File: config.mk
export PLATFORM = sky130hd
export DESIGN_NAME = shift_unit_arbiter
export DESIGN_NICKNAME = d
export VERILOG_FILES = /design/src/rtl/shift_pkg.sv /design/src/rtl/shift_unit_arbiter_shift_core.sv /design/src/rtl/shift_unit_arbiter.sv
export SDC_FILE = /design/constraint.sdc
export NUM_CORES = 1
export LEC_CHECK = 0
export ABC_AREA = 1
export CORE_MARGIN = 5
export CORE_UTILIZATION = 54
export CTS_CLUSTER_SIZE = 28
export DETAILED_ROUTE_END_ITERATION = 12
export PLACE_DENSITY_LB_ADDON = 0.12
export SYNTH_ARGS = -nofsm -noshare
export SYNTH_HDL_FRONTEND = slang
export SYNTH_SLANG_ARGS = --single-unit
File: constraint.sdc
create_clock -name clk -period 4.6 [get_ports clk]
set_input_delay 0.92 -clock clk [delete_from_list [all_inputs] [get_ports clk]]
set_output_delay 0.92 -clock clk [all_outputs]
set_load 0.03 [all_outputs]
File: src/rtl/shift_pkg.sv
// Shared constants and types for the shift datapath and its arbitrated front end.
package shift_pkg;

    localparam int unsigned SHIFT_W = 32;
    localparam int unsigned SHAMT_W = 5;

    typedef enum logic [1:0] {
        OP_SLL  = 2'b00,
        OP_SRL  = 2'b01,
        OP_SRA  = 2'b10,
        OP_RSVD = 2'b11
    } shift_op_t;

    typedef enum logic {
        ST_EMPTY = 1'b0,
        ST_FULL  = 1'b1
    } stage_state_t;

endpackage

File: src/rtl/shift_unit_arbiter_shift_core.sv
// Log-layer barrel shifters (layer i shifts by 2**i) and the combinational
// shift core that selects among them by opcode.
module shift_sll
    import shift_pkg::*;
(
    input  logic [SHIFT_W-1:0] x,
    input  logic [SHAMT_W-1:0] shamt,
    output logic [SHIFT_W-1:0] result
);
    logic [SHAMT_W:0][SHIFT_W-1:0] stage;

    assign stage[0] = x;
    for (genvar i = 0; i < SHAMT_W; i++) begin : g_layer
        localparam int unsigned S = 1 << i;
        assign stage[i+1] = shamt[i] ? {stage[i][SHIFT_W-1-S:0], {S{1'b0}}} : stage[i];
    end
    assign result = stage[SHAMT_W];
endmodule

module shift_srl
    import shift_pkg::*;
(
    input  logic [SHIFT_W-1:0] x,
    input  logic [SHAMT_W-1:0] shamt,
    output logic [SHIFT_W-1:0] result
);
    logic [SHAMT_W:0][SHIFT_W-1:0] stage;

    assign stage[0] = x;
    for (genvar i = 0; i < SHAMT_W; i++) begin : g_layer
        localparam int unsigned S = 1 << i;
        assign stage[i+1] = shamt[i] ? {{S{1'b0}}, stage[i][SHIFT_W-1:S]} : stage[i];
    end
    assign result = stage[SHAMT_W];
endmodule

module shift_sra
    import shift_pkg::*;
(
    input  logic [SHIFT_W-1:0] x,
    input  logic [SHAMT_W-1:0] shamt,
    output logic [SHIFT_W-1:0] result
);
    logic [SHAMT_W:0][SHIFT_W-1:0] stage;

    assign stage[0] = x;
    // Each layer replicates the current MSB, which is always the original x[31].
    for (genvar i = 0; i < SHAMT_W; i++) begin : g_layer
        localparam int unsigned S = 1 << i;
        assign stage[i+1] = shamt[i] ? {{S{stage[i][SHIFT_W-1]}}, stage[i][SHIFT_W-1:S]}
                                     : stage[i];
    end
    assign result = stage[SHAMT_W];
endmodule

module shift_core
    import shift_pkg::*;
(
    input  logic [SHIFT_W-1:0] x,
    input  logic [SHAMT_W-1:0] shamt,
    input  shift_op_t          op,
    output logic [SHIFT_W-1:0] result
);
    logic [SHIFT_W-1:0] sll_res;
    logic [SHIFT_W-1:0] srl_res;
    logic [SHIFT_W-1:0] sra_res;

    shift_sll u_sll (.x(x), .shamt(shamt), .result(sll_res));
    shift_srl u_srl (.x(x), .shamt(shamt), .result(srl_res));
    shift_sra u_sra (.x(x), .shamt(shamt), .result(sra_res));

    always_comb begin
        result = x;
        unique case (op)
            OP_SLL:  result = sll_res;
            OP_SRL:  result = srl_res;
            OP_SRA:  result = sra_res;
            OP_RSVD: result = x;
            default: result = x;
        endcase
    end
endmodule

File: src/rtl/shift_unit_arbiter.sv
// Round-robin arbiter sharing one shift core among NREQ requesters, with a
// single registered valid/ready output stage sustaining one result per cycle.
module shift_unit_arbiter
    import shift_pkg::*;
#(
    parameter int unsigned NREQ = 2,
    parameter int unsigned ID_W = (NREQ > 1) ? $clog2(NREQ) : 1
) (
    input  logic                    clk,
    input  logic                    rst,
    input  logic [NREQ-1:0]         req_valid,
    output logic [NREQ-1:0]         req_ready,
    input  logic [2*NREQ-1:0]       req_op,
    input  logic [SHIFT_W*NREQ-1:0] req_x,
    input  logic [SHIFT_W*NREQ-1:0] req_y,
    output logic                    resp_valid,
    input  logic                    resp_ready,
    output logic [SHIFT_W-1:0]      resp_data,
    output logic [ID_W-1:0]         resp_id
);

    stage_state_t       state_q, state_d;
    logic [SHIFT_W-1:0] data_q, data_d;
    logic [ID_W-1:0]    id_q, id_d;
    logic [ID_W-1:0]    rr_ptr_q, rr_ptr_d;

    logic               load_en;
    logic               found;
    logic [ID_W-1:0]    grant_idx;
    int unsigned        idx;

    logic [SHIFT_W-1:0] sel_x;
    logic [SHIFT_W-1:0] sel_y;
    logic [1:0]         sel_op;
    logic [SHIFT_W-1:0] shift_res;
    logic               unused_y_hi;

    assign load_en = (state_q == ST_EMPTY) || resp_ready;

    // Scan starting at rr_ptr so the most recently served requester is visited last.
    always_comb begin
        found     = 1'b0;
        grant_idx = '0;
        idx       = 0;
        for (int unsigned k = 0; k < NREQ; k++) begin
            idx = (32'(rr_ptr_q) + k) % NREQ;
            if (!found && req_valid[ID_W'(idx)]) begin
                found     = 1'b1;
                grant_idx = ID_W'(idx);
            end
        end
    end

    always_comb begin
        req_ready = '0;
        if (!rst && found && load_en) begin
            req_ready[grant_idx] = 1'b1;
        end
    end

    always_comb begin
        sel_x  = '0;
        sel_y  = '0;
        sel_op = '0;
        for (int unsigned i = 0; i < NREQ; i++) begin
            if (grant_idx == ID_W'(i)) begin
                sel_x  = req_x[i*SHIFT_W +: SHIFT_W];
                sel_y  = req_y[i*SHIFT_W +: SHIFT_W];
                sel_op = req_op[2*i +: 2];
            end
        end
    end

    assign unused_y_hi = ^sel_y[SHIFT_W-1:SHAMT_W];

    shift_core u_shift_core (
        .x      (sel_x),
        .shamt  (sel_y[SHAMT_W-1:0]),
        .op     (shift_op_t'(sel_op)),
        .result (shift_res)
    );

    always_comb begin
        state_d  = state_q;
        data_d   = data_q;
        id_d     = id_q;
        rr_ptr_d = rr_ptr_q;
        if (load_en) begin
            if (found) begin
                state_d  = ST_FULL;
                data_d   = shift_res;
                id_d     = grant_idx;
                rr_ptr_d = ID_W'((32'(grant_idx) + 32'd1) % NREQ);
            end else begin
                state_d = ST_EMPTY;
            end
        end
    end

    always_ff @(posedge clk or posedge rst) begin
        if (rst) begin
            state_q  <= ST_EMPTY;
            data_q   <= '0;
            id_q     <= '0;
            rr_ptr_q <= '0;
        end else begin
            state_q  <= state_d;
            data_q   <= data_d;
            id_q     <= id_d;
            rr_ptr_q <= rr_ptr_d;
        end
    end

    assign resp_valid = (state_q == ST_FULL);
    assign resp_data  = data_q;
    assign resp_id    = id_q;

endmodule

==> impl_metrics.tcl, run 1 <==
set metrics [dict create \
    whs_path_depth 2 \
    synth.avg_cell_area_um2 5.167 \
    cts-root-buf "clkbuf_16" \
    grt-ovfl-total 0 \
    ant_nets 0 \
    hold_viol 0 \
    avgRoutedWirePerCell_um 18.22 \
    powerDensity_mw_per_mm2 333.7 \
    synthDistinctLibCells 37 \
    finalCritPeriodShare_pct 86.93 \
    worstPathArrival_ns 3.08 \
    synth_xor_area_share_pct 0 \
    grt_usage_pct 37.44 \
    crit_path_end_kind "output port" \
    numCtsBuffers 5 \
    core_mm2 0.01127 \
    tns_ns 0 \
    fmax_mhz 250.1 \
    synth.area.top_cells "nand2_1 28%, nand3_1 22%, dfrtp_1 14%" \
    gp_congestion 1.058 \
    rr_endpoint "resp_data[22]$_DFFE_PP0P_" \
    cap_viol_max_count 0 \
    whs_endpoint "resp_data[22]$_DFFE_PP0P_" \
    synth_compound_area_share_pct 11.59 \
    yosys.area_share.simple_pct 60.65 \
    grt_pass1_wl_um 39660 \
    first_iter_violations 1528 \
    drc 0 \
    synth_adder_area_share_pct 0 \
    yosys_warnings 0 \
    synth_largest_area_cell "nand2_1" \
    critical_path.startpoint_type "input pin" \
    tritoncts "built" \
    h-tree-depth 2 \
    cts.clk_slew.worst_paths_ns 0.05 \
    crit_buf_inv 3 \
    cts_setup_buffers 0 \
    syn_nets 1326 \
    diodes 0 \
    clock_skew_ns 0.005296 \
    ir_drop_mv 0.3211 \
    areaGrowthSynthToFinish_pct 21.53 \
    power_mw 2.491 \
    initial_utilization_pct 54.50 \
    setup_viol 0 \
    cp_cell_sequence "clkdlybuf4s50_1, nand2_4, nand2_4, inv_2, nor3_1, clkdlybuf4s50_1" \
    synth_top_area_share_pct 27.98 \
    num_rows 39 \
    crit_family "buffers and inverters" \
    dp_hpwl_um 19450 \
    vias 8445 \
    cts.sinks 35 \
    ctsResizeCount 0 \
    vias_per_cell 6.019 \
    wl_um 25570 \
    worstPathMaxFanout 28 \
    hold_buffers 0 \
    synth.area.mux_share_pct 0.3259 \
    r2r_setup_slack_ns 1.49 \
    cellLeakagePower_nw 3.819 \
    grt_pass1_vias 7427 \
    finalMaxSlewViolations 0 \
    synth_top_family_by_area "simple AND/OR/NAND/NOR gates" \
    place.port_buffers 118 \
    crit-reg2reg-launch "rr_ptr_q$_DFFE_PP0P_" \
    ios 173 \
    ys_seq_area_share_pct 14.26 \
    dr.pass1.iters 6 \
    slowest_delay_ns 0.70 \
    grt_max_degree 63 \
    clk-insertion-delay-late_ns 0.28 \
    fp.dieArea_mm2 0.01361 \
    critical-path-slowest-cell "clkdlybuf4s50_1" \
    antenna_found_initial 0 \
    layout.nets 1396 \
    die_x_um 116.7 \
    rsz0062_at_grt "false" \
    layout-drive-gt1-share_pct 5.159 \
    syn-cell-area_mm2 0.006143 \
    hp-class "flip-flop to flip-flop" \
    tightestPinTransition_ns 0.7935 \
    status "complete, no violations" \
    die_y_um 116.7 \
    final_cell_mix "458 x nand2_1, 275 x nand3_1, 117 x clkdlybuf4s50_1" \
    cp.required_ns 3.68 \
    cts_buffer_depth 2 \
    r2r.worst_path.cells 14 \
    period_minus_slack_ns 3.999 \
    hold_start "resp_data[22]$_DFFE_PP0P_" \
    final_common_cell "nand2_1" \
    syn_inst 1189 \
    critical_path_class "input pin to output port" \
    slew_headroom_pct 47.04 \
    yosys_register_bits 35 \
]
==> registers in the layout, summed over array words and instances (netlist names) <==
name	cells
rr_ptr_q	1
resp_id	1
resp_data	32
resp_valid	1
==> through the flow <==
stage	area [um2]	setup WS (ns)	instances	utilization [%]	hold slack (ns)
floorplan	6143	1.308	1189	-	0.5213
global placement	7297	0.5733	1395	64.74	0.4650
detailed placement	7297	0.5602	1395	64.74	0.4685
CTS	7466	0.5982	1403	66.23	0.4814
global route	7466	0.5070	1403	66.23	0.5239
finish	7466	0.6012	1403	66.23	0.4804
==> power by group <==
group	total, mW	switching [mW]	internal [mW]
registers	0.435	0.0444	0.390
clock network	0.393	0.137	0.255
logic	1.66	1.10	0.561
total	2.49	1.28	1.21
==> synth_stat cells, drive strengths merged <==
| cell | count |
|---|---|
| o21ai | 68 |
| a31oi | 3 |
| a211oi | 2 |
| o21a | 1 |
| a21oi | 23 |
| nand3 | 275 |
| nor2 | 77 |
| mux2i | 2 |
| nand4 | 8 |
| inv | 96 |
| o211ai | 18 |
| or2 | 11 |
| buf | 60 |
| o21bai | 1 |
| and2 | 1 |
| nand3b | 16 |
| nand2 | 463 |
| clkbuf | 18 |
| a22oi | 2 |
| nor3 | 6 |
| o22ai | 3 |
| dfrtp | 35 |
==> routing by layer <==
layer | vias to the layer above | GRT usage, % | wire length (um)
li1 | 4033 | - | -
met1 | 3673 | 49.76 | 9905
met2 | 627 | 57.82 | 11200
met3 | 112 | 7.254 | 2802
met4 | 0 | 19.04 | 1657
met5 | - | 0 | 0
==> cells by family after synthesis <==
family                 after synthesis
and+or+nand+nor                    857
DFF                                 35
muxes                                2
buffers and inverters              174
AOI/OAI and AO/OA                  121
==> worst max-delay path by stage <==
stage | from | cells past startpoint | slack, ns | endpoint
finish | req_valid[0] | 6 | 0.60 | req_ready[0]
global route | req_valid[0] | 14 | 0.51 | resp_data[22]$_DFFE_PP0P_
CTS | req_valid[0] | 6 | 0.60 | req_ready[0]
detailed placement | req_valid[0] | 13 | 0.56 | resp_data[21]$_DFFE_PP0P_
global placement | req_valid[0] | 15 | 0.57 | resp_data[1]$_DFFE_PP0P_
floorplan | req_valid[1] | 5 | 1.31 | req_ready[0]
==> final cells by class <==
cell class | count | area [um2]
Clock buffer | 5 | 125.1
Clock inverter | 3 | 43.79
Fill cell | 1118 | 3806
Inverter | 96 | 362.8
Multi-Input combinational cell | 980 | 4466
Sequential cell | 35 | 875.8
Tap cell | 143 | 178.9
Timing Repair Buffer | 141 | 1414
==> worst reg2reg max path: cells and delay by family, from the launching register on <==
| kind | cells | cell delay [ns] |
|---|---|---|
| buf+inv | 2 | 0.45 |
| compound gates | 2 | 0.69 |
| flops | 1 | 0.37 |
| simple gates | 10 | 1.55 |
(Power assumes the default switching activity.)
==> run 2: changes to the inputs <==
- MAX_ROUTING_LAYER: unset -> met4
==> impl_metrics.tcl, run 2 (synthesis gave the netlist of run 1 again) <==
set metrics [dict create \
    cellLeakagePower_nw 3.814 \
    cts_setup_buffers 0 \
    cts-root-buf "clkbuf_16" \
    wl_um 25940 \
    placed_cells 1396 \
    ios 173 \
    cts_buffer_depth 2 \
    setup_viol 0 \
    status "complete, no violations" \
    core_mm2 0.01127 \
    grt-ovfl-total 0 \
    final_common_cell "nand2_1" \
    die_y_um 116.7 \
    drc 0 \
    p_sw_mw 1.289 \
    critical_path.startpoint_type "input pin" \
    areaGrowthSynthToFinish_pct 21.24 \
    vias 8459 \
    place.port_buffers 118 \
    fmax_mhz 251.7 \
    vias_per_cell 6.025 \
    r2r_setup_slack_ns 1.37 \
    seqPwrFrac_pct 17.6 \
    layout.nets 1397 \
    p_int_mw 1.203 \
    slew_headroom_pct 46.85 \
    hold_buffers 0 \
    ir_drop_mv 0.4036 \
    period_minus_slack_ns 3.972 \
    cts.sinks 35 \
    stdcell_count 1404 \
    powerDensity_mw_per_mm2 334.5 \
    final_cell_mix "458 x nand2_1, 275 x nand3_1, 117 x clkdlybuf4s50_1" \
    diodes 0 \
    whs_endpoint "resp_data[20]$_DFFE_PP0P_" \
    worstPathMaxFanout 27 \
    tritoncts "built" \
    crit-reg2reg-launch "rr_ptr_q$_DFFE_PP0P_" \
    num_rows 39 \
    rsz0062_at_grt "false" \
    r2r.worst_path.cells 15 \
    grt_max_degree 63 \
    cts.clk_slew.worst_paths_ns 0.06 \
    fp.dieArea_mm2 0.01361 \
    finalMaxSlewViolations 0 \
    initial_utilization_pct 54.50 \
    avgRoutedWirePerCell_um 18.47 \
    grt_pass1_vias 7461 \
    clk-insertion-delay-late_ns 0.29 \
    h-tree-depth 2 \
    rr_endpoint "resp_data[22]$_DFFE_PP0P_" \
    gp_congestion 1.130 \
    hp-class "flip-flop to flip-flop" \
    worstPathArrival_ns 3.05 \
    layout-drive-gt1-share_pct 5.234 \
    numCtsBuffers 5 \
    first_iter_violations 1653 \
    hold_start "resp_data[20]$_DFFE_PP0P_" \
    hold_viol 0 \
    clkPwrFrac_pct 15.6 \
    grt_pass1_wl_um 40020 \
    tightestPinTransition_ns 0.7943 \
    combPwrFrac_pct 66.8 \
    dp_hpwl_um 20040 \
    critical_path_class "input pin to output port" \
    ant_nets 0 \
    ctsResizeCount 0 \
    grt_usage_pct 39.25 \
    crit_path_end_kind "output port" \
    antenna_found_initial 0 \
    cap_viol_max_count 0 \
    dr.pass1.iters 9 \
    switching_share_pct 51.72 \
    die_x_um 116.7 \
    cp.required_ns 3.68 \
    clock_skew_ns 0.004655 \
    tns_ns 0 \
    whs_ns 0.4799 \
    finalCritPeriodShare_pct 86.36 \
    whs_path_depth 2 \
    largest_reg_flops 32 \
]
-- run 2: cell types whose count changed in the layout (fill, tap and decap cells not counted), sizes merged --
cell / previous run / this run
buf: 24 / 25
-- run 2: cell type report --
class                      instances  area, um2
clock buffer                       5      125.1
timing repair buffer             142       1396
multi-input combinational        980       4466
tap                              143      178.9
inverter                          96      362.8
fill                            1138       3824
sequential                        35      875.8
clock inverter                     3      43.79
-- run 2: worst max-delay path by stage --
stage / from / slack (ns) / depth (start not counted) / end
after floorplan: req_valid[1] / 1.31 / 5 / req_ready[0]
after global placement: req_valid[0] / 0.48 / 15 / resp_data[22]$_DFFE_PP0P_
after detailed placement: req_valid[0] / 0.45 / 15 / resp_data[11]$_DFFE_PP0P_
after CTS: req_valid[0] / 0.62 / 6 / req_ready[0]
after global routing: req_valid[0] / 0.39 / 15 / resp_data[22]$_DFFE_PP0P_
final: req_valid[0] / 0.63 / 6 / req_ready[0]
-- run 2: worst max-delay path: stages --
cell,delay (ns)
clkdlybuf4s50_1,0.52
nand2_4,0.21
nand2_4,0.31
inv_2,0.18
nor3_1,0.19
clkdlybuf4s50_1,0.70
-- run 2: routing by layer --
metal	global-route usage, %	part of all wire, %	vias up
li1	-	-	4027
met1	49.24	37	3712
met2	60.60	45	606
met3	8.394	12	114
met4	17.74	5.9	0
met5	-	0	-
-- run 2: power by group through the flow --
stage	Sequential (mW)	Combinational [mW]	Clock [mW]
2_1_floorplan	0.598	0.913	0
3_3_place_gp	0.437	1.60	0
3_5_place_dp	0.441	1.61	0
4_1_cts	0.438	1.62	0.393
5_1_grt	0.446	1.80	0.407
6_report	0.438	1.66	0.389
-- run 2: stage by stage --
stage          power (mW)  util [%]  setup slack (ns)  instance area (um2)
2_1_floorplan       1.511         -             1.308                 6143
3_3_place_gp        2.039     64.58            0.4777                 7279
3_5_place_dp        2.054     64.58            0.4533                 7279
4_1_cts             2.451     66.08            0.6246                 7448
5_1_grt             2.656     66.08            0.3874                 7448
6_report            2.492     66.08            0.6276                 7448
